File: config.mk
export PLATFORM = sky130hd
export DESIGN_NAME = mc_ctrl_fsm_flat
export DESIGN_NICKNAME = d
export VERILOG_FILES = /design/src/rtl/mc_ctrl_fsm_pkg.sv /design/src/rtl/mc_ctrl_fsm_if.sv /design/src/rtl/mc_ctrl_fsm_opclass_dec.sv /design/src/rtl/mc_ctrl_fsm.sv /design/src/flat_wrapper.sv
export SDC_FILE = /design/constraint.sdc
export NUM_CORES = 1
export LEC_CHECK = 0
export CORE_UTILIZATION = 35
export DETAILED_ROUTE_END_ITERATION = 8
export DONT_BUFFER_PORTS = 1
export PLACE_DENSITY = 0.54
export SETUP_SLACK_MARGIN = 0.15
export SYNTH_ARGS = -nofsm -noshare
export SYNTH_HDL_FRONTEND = slang
export SYNTH_HIERARCHICAL = 1
export SYNTH_SLANG_ARGS = --single-unit
File: constraint.sdc
create_clock -name clk -period 2.1 [get_ports clk]
set_clock_uncertainty 0.1 [all_clocks]
set_input_delay 0.315 -clock clk [delete_from_list [all_inputs] [get_ports clk]]
set_output_delay 0.315 -clock clk [all_outputs]
set_load 0.1 [all_outputs]
File: src/rtl/mc_ctrl_fsm_pkg.sv
// Shared types and encodings for the multicycle RV32I control sequencer:
// state enum, opcode class values, datapath mux encodings and the
// opcode-class decode helper used by the class decoder.
package mc_ctrl_pkg;

    typedef enum logic [2:0] {
        ST_FETCH  = 3'd0,
        ST_DECODE = 3'd1,
        ST_EXEC   = 3'd2,
        ST_MEM    = 3'd3,
        ST_WB     = 3'd4,
        ST_TRAP   = 3'd5
    } state_t;

    // inst[6:2] values of the supported opcode classes
    localparam logic [4:0] OPC_LUI    = 5'b01101;
    localparam logic [4:0] OPC_AUIPC  = 5'b00101;
    localparam logic [4:0] OPC_JAL    = 5'b11011;
    localparam logic [4:0] OPC_JALR   = 5'b11001;
    localparam logic [4:0] OPC_BRANCH = 5'b11000;
    localparam logic [4:0] OPC_LOAD   = 5'b00000;
    localparam logic [4:0] OPC_STORE  = 5'b01000;
    localparam logic [4:0] OPC_OPIMM  = 5'b00100;
    localparam logic [4:0] OPC_OP     = 5'b01100;

    // one-hot opcode class; all-zero means no legal class
    typedef struct packed {
        logic lui;
        logic auipc;
        logic jal;
        logic jalr;
        logic branch;
        logic load;
        logic store;
        logic opimm;
        logic op;
    } opclass_t;

    localparam logic [1:0] PC_SRC_PLUS4 = 2'd0;
    localparam logic [1:0] PC_SRC_ALU   = 2'd1;
    localparam logic [1:0] PC_SRC_TRAP  = 2'd2;

    localparam logic [1:0] A_SEL_RS1  = 2'd0;
    localparam logic [1:0] A_SEL_PC   = 2'd1;
    localparam logic [1:0] A_SEL_ZERO = 2'd2;

    localparam logic B_SEL_RS2 = 1'b0;
    localparam logic B_SEL_IMM = 1'b1;

    localparam logic [1:0] ALU_ADD   = 2'd0;
    localparam logic [1:0] ALU_CMP   = 2'd1;
    localparam logic [1:0] ALU_FUNCT = 2'd2;

    localparam logic [1:0] WB_ALU = 2'd0;
    localparam logic [1:0] WB_MEM = 2'd1;
    localparam logic [1:0] WB_PC4 = 2'd2;

    // Map an inst[6:2] opcode field to its one-hot class (zero if unknown)
    function automatic opclass_t decode_class(input logic [4:0] opc);
        opclass_t c;
        c = '0;
        case (opc)
            OPC_LUI:    c.lui    = 1'b1;
            OPC_AUIPC:  c.auipc  = 1'b1;
            OPC_JAL:    c.jal    = 1'b1;
            OPC_JALR:   c.jalr   = 1'b1;
            OPC_BRANCH: c.branch = 1'b1;
            OPC_LOAD:   c.load   = 1'b1;
            OPC_STORE:  c.store  = 1'b1;
            OPC_OPIMM:  c.opimm  = 1'b1;
            OPC_OP:     c.op     = 1'b1;
            default:    c        = '0;
        endcase
        return c;
    endfunction

endpackage

File: src/rtl/mc_ctrl_fsm_if.sv
// Control bus between the sequencer (master) and the datapath (slave):
// instruction/status inputs to the sequencer and all datapath strobes.
interface mc_ctrl_fsm_if;

    logic [31:0] inst;
    logic        branch_taken;
    logic        mem_ready;

    logic        ir_we;
    logic        pc_we;
    logic [1:0]  pc_src;
    logic [1:0]  alu_a_sel;
    logic        alu_b_sel;
    logic [1:0]  alu_op;
    logic        mem_req;
    logic        mem_we;
    logic        mem_addr_sel;
    logic        rf_we;
    logic [1:0]  wb_sel;
    logic        illegal;
    logic        instret;
    logic [2:0]  state_o;

    modport master (
        input  inst, branch_taken, mem_ready,
        output ir_we, pc_we, pc_src, alu_a_sel, alu_b_sel, alu_op,
               mem_req, mem_we, mem_addr_sel, rf_we, wb_sel,
               illegal, instret, state_o
    );

    modport slave (
        output inst, branch_taken, mem_ready,
        input  ir_we, pc_we, pc_src, alu_a_sel, alu_b_sel, alu_op,
               mem_req, mem_we, mem_addr_sel, rf_we, wb_sel,
               illegal, instret, state_o
    );

endinterface

File: src/rtl/mc_ctrl_fsm_opclass_dec.sv
// Combinational opcode-class decoder: instruction word to one-hot class plus
// an illegal flag. Shared with the immediate generator's format select.
module mc_opclass_dec
    import mc_ctrl_pkg::*;
(
    input  logic [31:0] inst,
    output opclass_t    cls,
    output logic        illegal
);

    // only the opcode field matters for classification
    logic unused_inst_hi;
    assign unused_inst_hi = ^inst[31:7];

    // Classify inst[6:2]; a non-32-bit encoding or unknown class is illegal
    always_comb begin
        cls     = decode_class(inst[6:2]);
        illegal = (inst[1:0] != 2'b11) || (cls == '0);
        if (illegal) begin
            cls = '0;
        end
    end

endmodule

File: src/rtl/mc_ctrl_fsm.sv
// Multicycle FETCH/DECODE/EXEC/MEM/WB sequencer for the RV32I datapath.
// Build option: MC_CTRL_MEM_STALL_EN makes FETCH and MEM wait for mem_ready;
// without it every memory access completes in a single cycle.
module mc_ctrl_fsm
    import mc_ctrl_pkg::*;
#(
    parameter logic [1:0] RESET_PC_SEL = 2'd0
) (
    input  logic          clk,
    input  logic          rst_n,
    mc_ctrl_fsm_if.master bus
);

    state_t   state_q;
    state_t   state_d;
    opclass_t dec_cls;
    opclass_t cls_q;
    logic     dec_illegal;
    logic     illegal_q;
    logic     trap_pulsed_q;
    logic     mem_done;

    mc_opclass_dec u_dec (
        .inst    (bus.inst),
        .cls     (dec_cls),
        .illegal (dec_illegal)
    );

`ifdef MC_CTRL_MEM_STALL_EN
    assign mem_done = bus.mem_ready;
`else
    logic unused_mem_ready;
    assign unused_mem_ready = bus.mem_ready;
    assign mem_done = 1'b1;
`endif

    // State register; reset abandons any instruction in flight
    always_ff @(posedge clk or negedge rst_n) begin
        if (!rst_n) begin
            state_q <= ST_FETCH;
        end else begin
            state_q <= state_d;
        end
    end

    // Latch decoded class in DECODE and remember the one-shot trap PC write
    always_ff @(posedge clk or negedge rst_n) begin
        if (!rst_n) begin
            cls_q         <= '0;
            illegal_q     <= 1'b0;
            trap_pulsed_q <= 1'b0;
        end else begin
            if (state_q == ST_DECODE) begin
                cls_q     <= dec_cls;
                illegal_q <= dec_illegal;
            end
            if (state_q == ST_TRAP) begin
                trap_pulsed_q <= 1'b1;
            end
        end
    end

    // Next-state selection from current state, class and memory completion
    always_comb begin
        state_d = state_q;
        case (state_q)
            ST_FETCH:  if (mem_done) state_d = ST_DECODE;
            ST_DECODE: state_d = dec_illegal ? ST_TRAP : ST_EXEC;
            ST_EXEC: begin
                if (cls_q.load || cls_q.store) begin
                    state_d = ST_MEM;
                end else if (cls_q.branch) begin
                    state_d = ST_FETCH;
                end else begin
                    state_d = ST_WB;
                end
            end
            ST_MEM:    if (mem_done) state_d = cls_q.store ? ST_FETCH : ST_WB;
            ST_WB:     state_d = ST_FETCH;
            ST_TRAP:   state_d = ST_TRAP;
            default:   state_d = ST_FETCH;
        endcase
    end

    // Datapath strobes per state; everything is forced low while in reset
    always_comb begin
        bus.ir_we        = 1'b0;
        bus.pc_we        = 1'b0;
        bus.pc_src       = PC_SRC_PLUS4;
        bus.alu_a_sel    = A_SEL_RS1;
        bus.alu_b_sel    = B_SEL_RS2;
        bus.alu_op       = ALU_ADD;
        bus.mem_req      = 1'b0;
        bus.mem_we       = 1'b0;
        bus.mem_addr_sel = 1'b0;
        bus.rf_we        = 1'b0;
        bus.wb_sel       = WB_ALU;
        bus.instret      = 1'b0;
        if (rst_n) begin
            case (state_q)
                ST_FETCH: begin
                    bus.mem_req      = 1'b1;
                    bus.mem_addr_sel = 1'b0;
                    bus.ir_we        = mem_done;
                    bus.pc_we        = mem_done;
                    bus.pc_src       = PC_SRC_PLUS4;
                end
                ST_DECODE: begin
                    bus.alu_a_sel = A_SEL_PC;
                    bus.alu_b_sel = B_SEL_IMM;
                    bus.alu_op    = ALU_ADD;
                end
                ST_EXEC: begin
                    if (cls_q.op) begin
                        bus.alu_op = ALU_FUNCT;
                    end else if (cls_q.opimm) begin
                        bus.alu_b_sel = B_SEL_IMM;
                        bus.alu_op    = ALU_FUNCT;
                    end else if (cls_q.load || cls_q.store) begin
                        bus.alu_b_sel = B_SEL_IMM;
                    end else if (cls_q.lui) begin
                        bus.alu_a_sel = A_SEL_ZERO;
                        bus.alu_b_sel = B_SEL_IMM;
                    end else if (cls_q.auipc) begin
                        bus.alu_a_sel = A_SEL_PC;
                        bus.alu_b_sel = B_SEL_IMM;
                    end else if (cls_q.jal) begin
                        bus.alu_a_sel = A_SEL_PC;
                        bus.alu_b_sel = B_SEL_IMM;
                        bus.pc_we     = 1'b1;
                        bus.pc_src    = PC_SRC_ALU;
                    end else if (cls_q.jalr) begin
                        bus.alu_b_sel = B_SEL_IMM;
                        bus.pc_we     = 1'b1;
                        bus.pc_src    = PC_SRC_ALU;
                    end else if (cls_q.branch) begin
                        bus.alu_op  = ALU_CMP;
                        bus.pc_we   = bus.branch_taken;
                        bus.pc_src  = PC_SRC_ALU;
                        bus.instret = 1'b1;
                    end
                end
                ST_MEM: begin
                    bus.mem_req      = 1'b1;
                    bus.mem_addr_sel = 1'b1;
                    bus.mem_we       = cls_q.store;
                    bus.alu_b_sel    = B_SEL_IMM;
                    bus.instret      = cls_q.store && mem_done;
                end
                ST_WB: begin
                    bus.rf_we   = 1'b1;
                    bus.instret = 1'b1;
                    if (cls_q.load) begin
                        bus.wb_sel = WB_MEM;
                    end else if (cls_q.jal || cls_q.jalr) begin
                        bus.wb_sel = WB_PC4;
                    end else begin
                        bus.wb_sel = WB_ALU;
                    end
                end
                ST_TRAP: begin
                    bus.pc_we  = !trap_pulsed_q;
                    bus.pc_src = RESET_PC_SEL;
                end
                default: begin
                    bus.pc_we = 1'b0;
                end
            endcase
        end
    end

    assign bus.illegal = illegal_q;
    assign bus.state_o = state_q;

endmodule

File: src/flat_wrapper.sv
// flat-port wrapper written by rule: the top's interface ports become plain ports
module mc_ctrl_fsm_flat import mc_ctrl_pkg::*;
#(
    parameter logic [1:0] RESET_PC_SEL = 2'd0
)
  (clk, rst_n, bus_inst, bus_branch_taken, bus_mem_ready, bus_ir_we, bus_pc_we, bus_pc_src, bus_alu_a_sel, bus_alu_b_sel, bus_alu_op, bus_mem_req, bus_mem_we, bus_mem_addr_sel, bus_rf_we, bus_wb_sel, bus_illegal, bus_instret, bus_state_o);
  mc_ctrl_fsm_if bus_i ();
  input  logic clk;
  input  logic rst_n;
  input wire logic [$bits(bus_i.inst)-1:0] bus_inst;
  input wire logic [$bits(bus_i.branch_taken)-1:0] bus_branch_taken;
  input wire logic [$bits(bus_i.mem_ready)-1:0] bus_mem_ready;
  output wire logic [$bits(bus_i.ir_we)-1:0] bus_ir_we;
  output wire logic [$bits(bus_i.pc_we)-1:0] bus_pc_we;
  output wire logic [$bits(bus_i.pc_src)-1:0] bus_pc_src;
  output wire logic [$bits(bus_i.alu_a_sel)-1:0] bus_alu_a_sel;
  output wire logic [$bits(bus_i.alu_b_sel)-1:0] bus_alu_b_sel;
  output wire logic [$bits(bus_i.alu_op)-1:0] bus_alu_op;
  output wire logic [$bits(bus_i.mem_req)-1:0] bus_mem_req;
  output wire logic [$bits(bus_i.mem_we)-1:0] bus_mem_we;
  output wire logic [$bits(bus_i.mem_addr_sel)-1:0] bus_mem_addr_sel;
  output wire logic [$bits(bus_i.rf_we)-1:0] bus_rf_we;
  output wire logic [$bits(bus_i.wb_sel)-1:0] bus_wb_sel;
  output wire logic [$bits(bus_i.illegal)-1:0] bus_illegal;
  output wire logic [$bits(bus_i.instret)-1:0] bus_instret;
  output wire logic [$bits(bus_i.state_o)-1:0] bus_state_o;
  assign bus_i.inst = bus_inst;
  assign bus_i.branch_taken = bus_branch_taken;
  assign bus_i.mem_ready = bus_mem_ready;
  assign bus_ir_we = bus_i.ir_we;
  assign bus_pc_we = bus_i.pc_we;
  assign bus_pc_src = bus_i.pc_src;
  assign bus_alu_a_sel = bus_i.alu_a_sel;
  assign bus_alu_b_sel = bus_i.alu_b_sel;
  assign bus_alu_op = bus_i.alu_op;
  assign bus_mem_req = bus_i.mem_req;
  assign bus_mem_we = bus_i.mem_we;
  assign bus_mem_addr_sel = bus_i.mem_addr_sel;
  assign bus_rf_we = bus_i.rf_we;
  assign bus_wb_sel = bus_i.wb_sel;
  assign bus_illegal = bus_i.illegal;
  assign bus_instret = bus_i.instret;
  assign bus_state_o = bus_i.state_o;
  mc_ctrl_fsm #(.RESET_PC_SEL(RESET_PC_SEL)) u_core (.clk(clk), .rst_n(rst_n), .bus(bus_i));
endmodule
==> impl_metrics.py <==
metrics = {
    "finish": {
        "num-fill-cells": 198,
        "drive_above_1_share_pct": 62.8,
        "area_growth_pct": 80.0,
        "design_area_um2": 1810,
        "num-nets-final": 185,
        "antenna_cells": 0,
        "fin_util_pct": 66.3,
        "final_cells": 179,
    },
    "logic_synthesis": {
        "synth_top_family_by_area": "simple AND/OR/NAND/NOR gates",
        "seq_area_frac_synth_pct": 34.8,
        "syn_inst": 106,
        "synth_warnings": 6,
        "synth-adder-area-share_pct": 0,
        "ys_seq_elements": 14,
        "ys_top_cells_by_area": "dfrtp_1 (35%), mux2_2 (11%), nor2_1 (4.5%)",
        "syn_nets": 142,
        "synth_xor_area_share_pct": 0,
        "synth-simple-area-share_pct": 32.8,
        "synthMuxAreaShare_pct": 11.2,
        "syn_area_per_cell_um2": 9.50,
        "ys_types": 44,
        "yosysMostFrequentCell": "dfrtp_1",
        "syn_area_um2": 1010,
        "synth_top_area_cell": "dfrtp_1",
        "synth_compound_area_share_pct": 16.1,
        "synth_flop_cell": "dfrtp_1",
        "synthTopCellsByCount": "dfrtp_1 (14), nor2_1 (12), mux2_2 (10)",
        "synth-edff-count": 0,
        "async_reset_ff_share_pct": 100,
        "yosysTopAreaCellShare_pct": 34.8,
    },
    "cts": {
        "cts_buffers": 3,
        "cts.sinks": 14,
        "cts_buffer_depth": 2,
        "tritoncts": "done",
        "clock_latency_ns": 0.28,
        "clk_pin_slew_ns": 0.08,
        "clock-root-buffer": "clkbuf_4",
        "htreeDepth": 1,
    },
    "run_status": {
        "status": "complete, but fails checks",
        "violations": "negative setup slack",
    },
    "floorplan": {
        "die_y_um": 55.6,
        "die_area_um2": 3100,
        "placementRows": 19,
        "initial_core_util_pct": 36.8,
        "core_um2": 2730,
        "io_pins": 56,
        "die_x_um": 55.6,
    },
    "routing": {
        "avgRoutedWirePerCell_um": 17.0,
        "vias_per_cell": 5.56,
        "wl_um": 3050,
        "ant_nets": 0,
        "dr.pass1.iters": 4,
        "vias": 995,
        "drt-initial-drc-count": 30,
        "route.detailed.drc": 0,
    },
    "place": {
        "io_buffer_count": 0,
        "routabilityCongestion": 0.749,
        "placed_cell_area_um2": 1530,
        "hpwl_um": 1980,
        "pre_cts_ws_ns": -0.0382,
        "placed_cells": 162,
    },
    "timing": {
        "whs_ns": 0.246,
        "setup_viol": 12,
        "finalWorstPathRequiredPeriod_ns": 2.38,
        "tightest_slew_ns": 0.886,
        "fmax_mhz": 421,
        "fin_crit_sh_pct": 113,
        "setup_ws_ns": -0.276,
        "rsz0062_at_grt": "yes",
        "slew_headroom_pct": 40.9,
        "setup_tns_ns": -1.91,
        "finalMaxSlewViolations": 0,
        "hold_viol": 0,
    },
    "job": {
        "maxCapViolations": 0,
    },
    "power": {
        "p_total_mw": 1.52,
        "pwr_density_cell_nw_per_um2": 840,
        "irDropWorstVdd_v": 0.000840,
        "p_leak_nw": 0.774,
    },
    "hold_path": {
        "worstHoldPathType": "input port to flip-flop",
    },
    "global_routing": {
        "grt_remaining_overflow": 0,
        "grt_pass1_wl_um": 4770,
        "grt_max_degree": 15,
        "grt_use_total_pct": 19.7,
        "grt_antenna_before_repair": 0,
        "grt_pass1_vias": 1025,
    },
    "worst_setup_path": {
        "cp.arrival_ns": 1.96,
        "cp-end-kind": "output pin",
        "required_ns": 1.68,
        "worst_setup_path_start_kind": "flip-flop",
        "cp_max_fo": 3,
        "worstSetupPathType": "flip-flop to output pin",
    },
}
-- flip-flops by register name, summed over array words and instances, names as in the netlist --
signal,cells
u_core/cls_q,9
u_core/bus.state_o,3
u_core/bus.illegal,1
u_core/trap_pulsed_q,1
-- report_power, final --
group | internal (mW) | switching (mW)
registers | 0.308 | 0.0965
logic | 0.414 | 0.547
clock network | 0.0737 | 0.0840
total | 0.796 | 0.727
-- final timing paths --
path | from | end | slack (ns) | cells past startpoint
worst min register to register | u_core/trap_pulsed_q | u_core/trap_pulsed_q | 0.37 | 1
worst max register to register | u_core/bus.state_o[1] | u_core/cls_q[7] | 0.26 | 5
min in group asynchronous | rst_n | u_core/bus.state_o[2] | 0.41 | 1
worst max-delay path | u_core/cls_q[2] | bus_pc_src[0] | -0.28 | 4
worst min-delay path | bus_inst[4] | u_core/cls_q[2] | 0.25 | 2
max in group asynchronous | rst_n | u_core/bus.state_o[1] | 1.00 | 1
-- critical path, stage by stage (launching register included) --
cell and delay [ns]:
dfrtp_1 0.39, or4_4 0.58, buf_4 0.17, nor4_4 0.32
buf_12 0.22
-- cell usage in the layout, fill, tap and decap left out, types with 2 or more instances in the layout --
cell type,count
nor3_1,4
buf_8,3
nand2_1,5
buf_4,20
and2_4,2
dfrtp_1,11
dfrtp_4,3
and4_4,2
nor2_1,11
nor3_4,3
a21oi_1,2
buf_12,13
buf_6,5
mux2_2,10
inv_1,3
a21boi_4,2
or4_4,2
clkbuf_4,3
-- cell families (layout without fill, tap and decap cells) --
kind of cell	after synthesis	after routing
buf+inv	9	51
other cells	1	1
simple gates	54	54
compound gates	18	18
flops	14	14
mux	10	10
-- per-layer routing --
metal | part of all wire (%) | wire (µm) | vias up | global-route usage [%]
met5 | 0 | 0 | - | 0
met4 | 0.49 | 15 | 0 | 5.36
met3 | 3.4 | 104 | 4 | 2.79
met2 | 50 | 1510 | 22 | 32.0
met1 | 46 | 1410 | 488 | 27.5
li1 | - | - | 481 | -
-- cell type report --
type                    count  area (µm²)  share of cell area [%]
multi-input cells          83         810                    44.7
clock buffers               4        26.3                    1.45
repair buffers             43         554                    30.6
well taps                  31        38.8                    2.14
flip-flops and latches     14         362                    19.9
inverters                   4        22.5                    1.24
-- timing repair --
item | 4_1_cts | 5_1_grt
gates cloned | 1 | 0
gates resized for setup | 28 | 5
hold buffers | 1 | 0
endpoints found under the hold margin | 14 | 0
pin swaps | 9 | 4
setup buffers | 7 | 4
setup endpoints to repair | 24 | 24
Note: power is estimated with default switching activity, not from simulation.
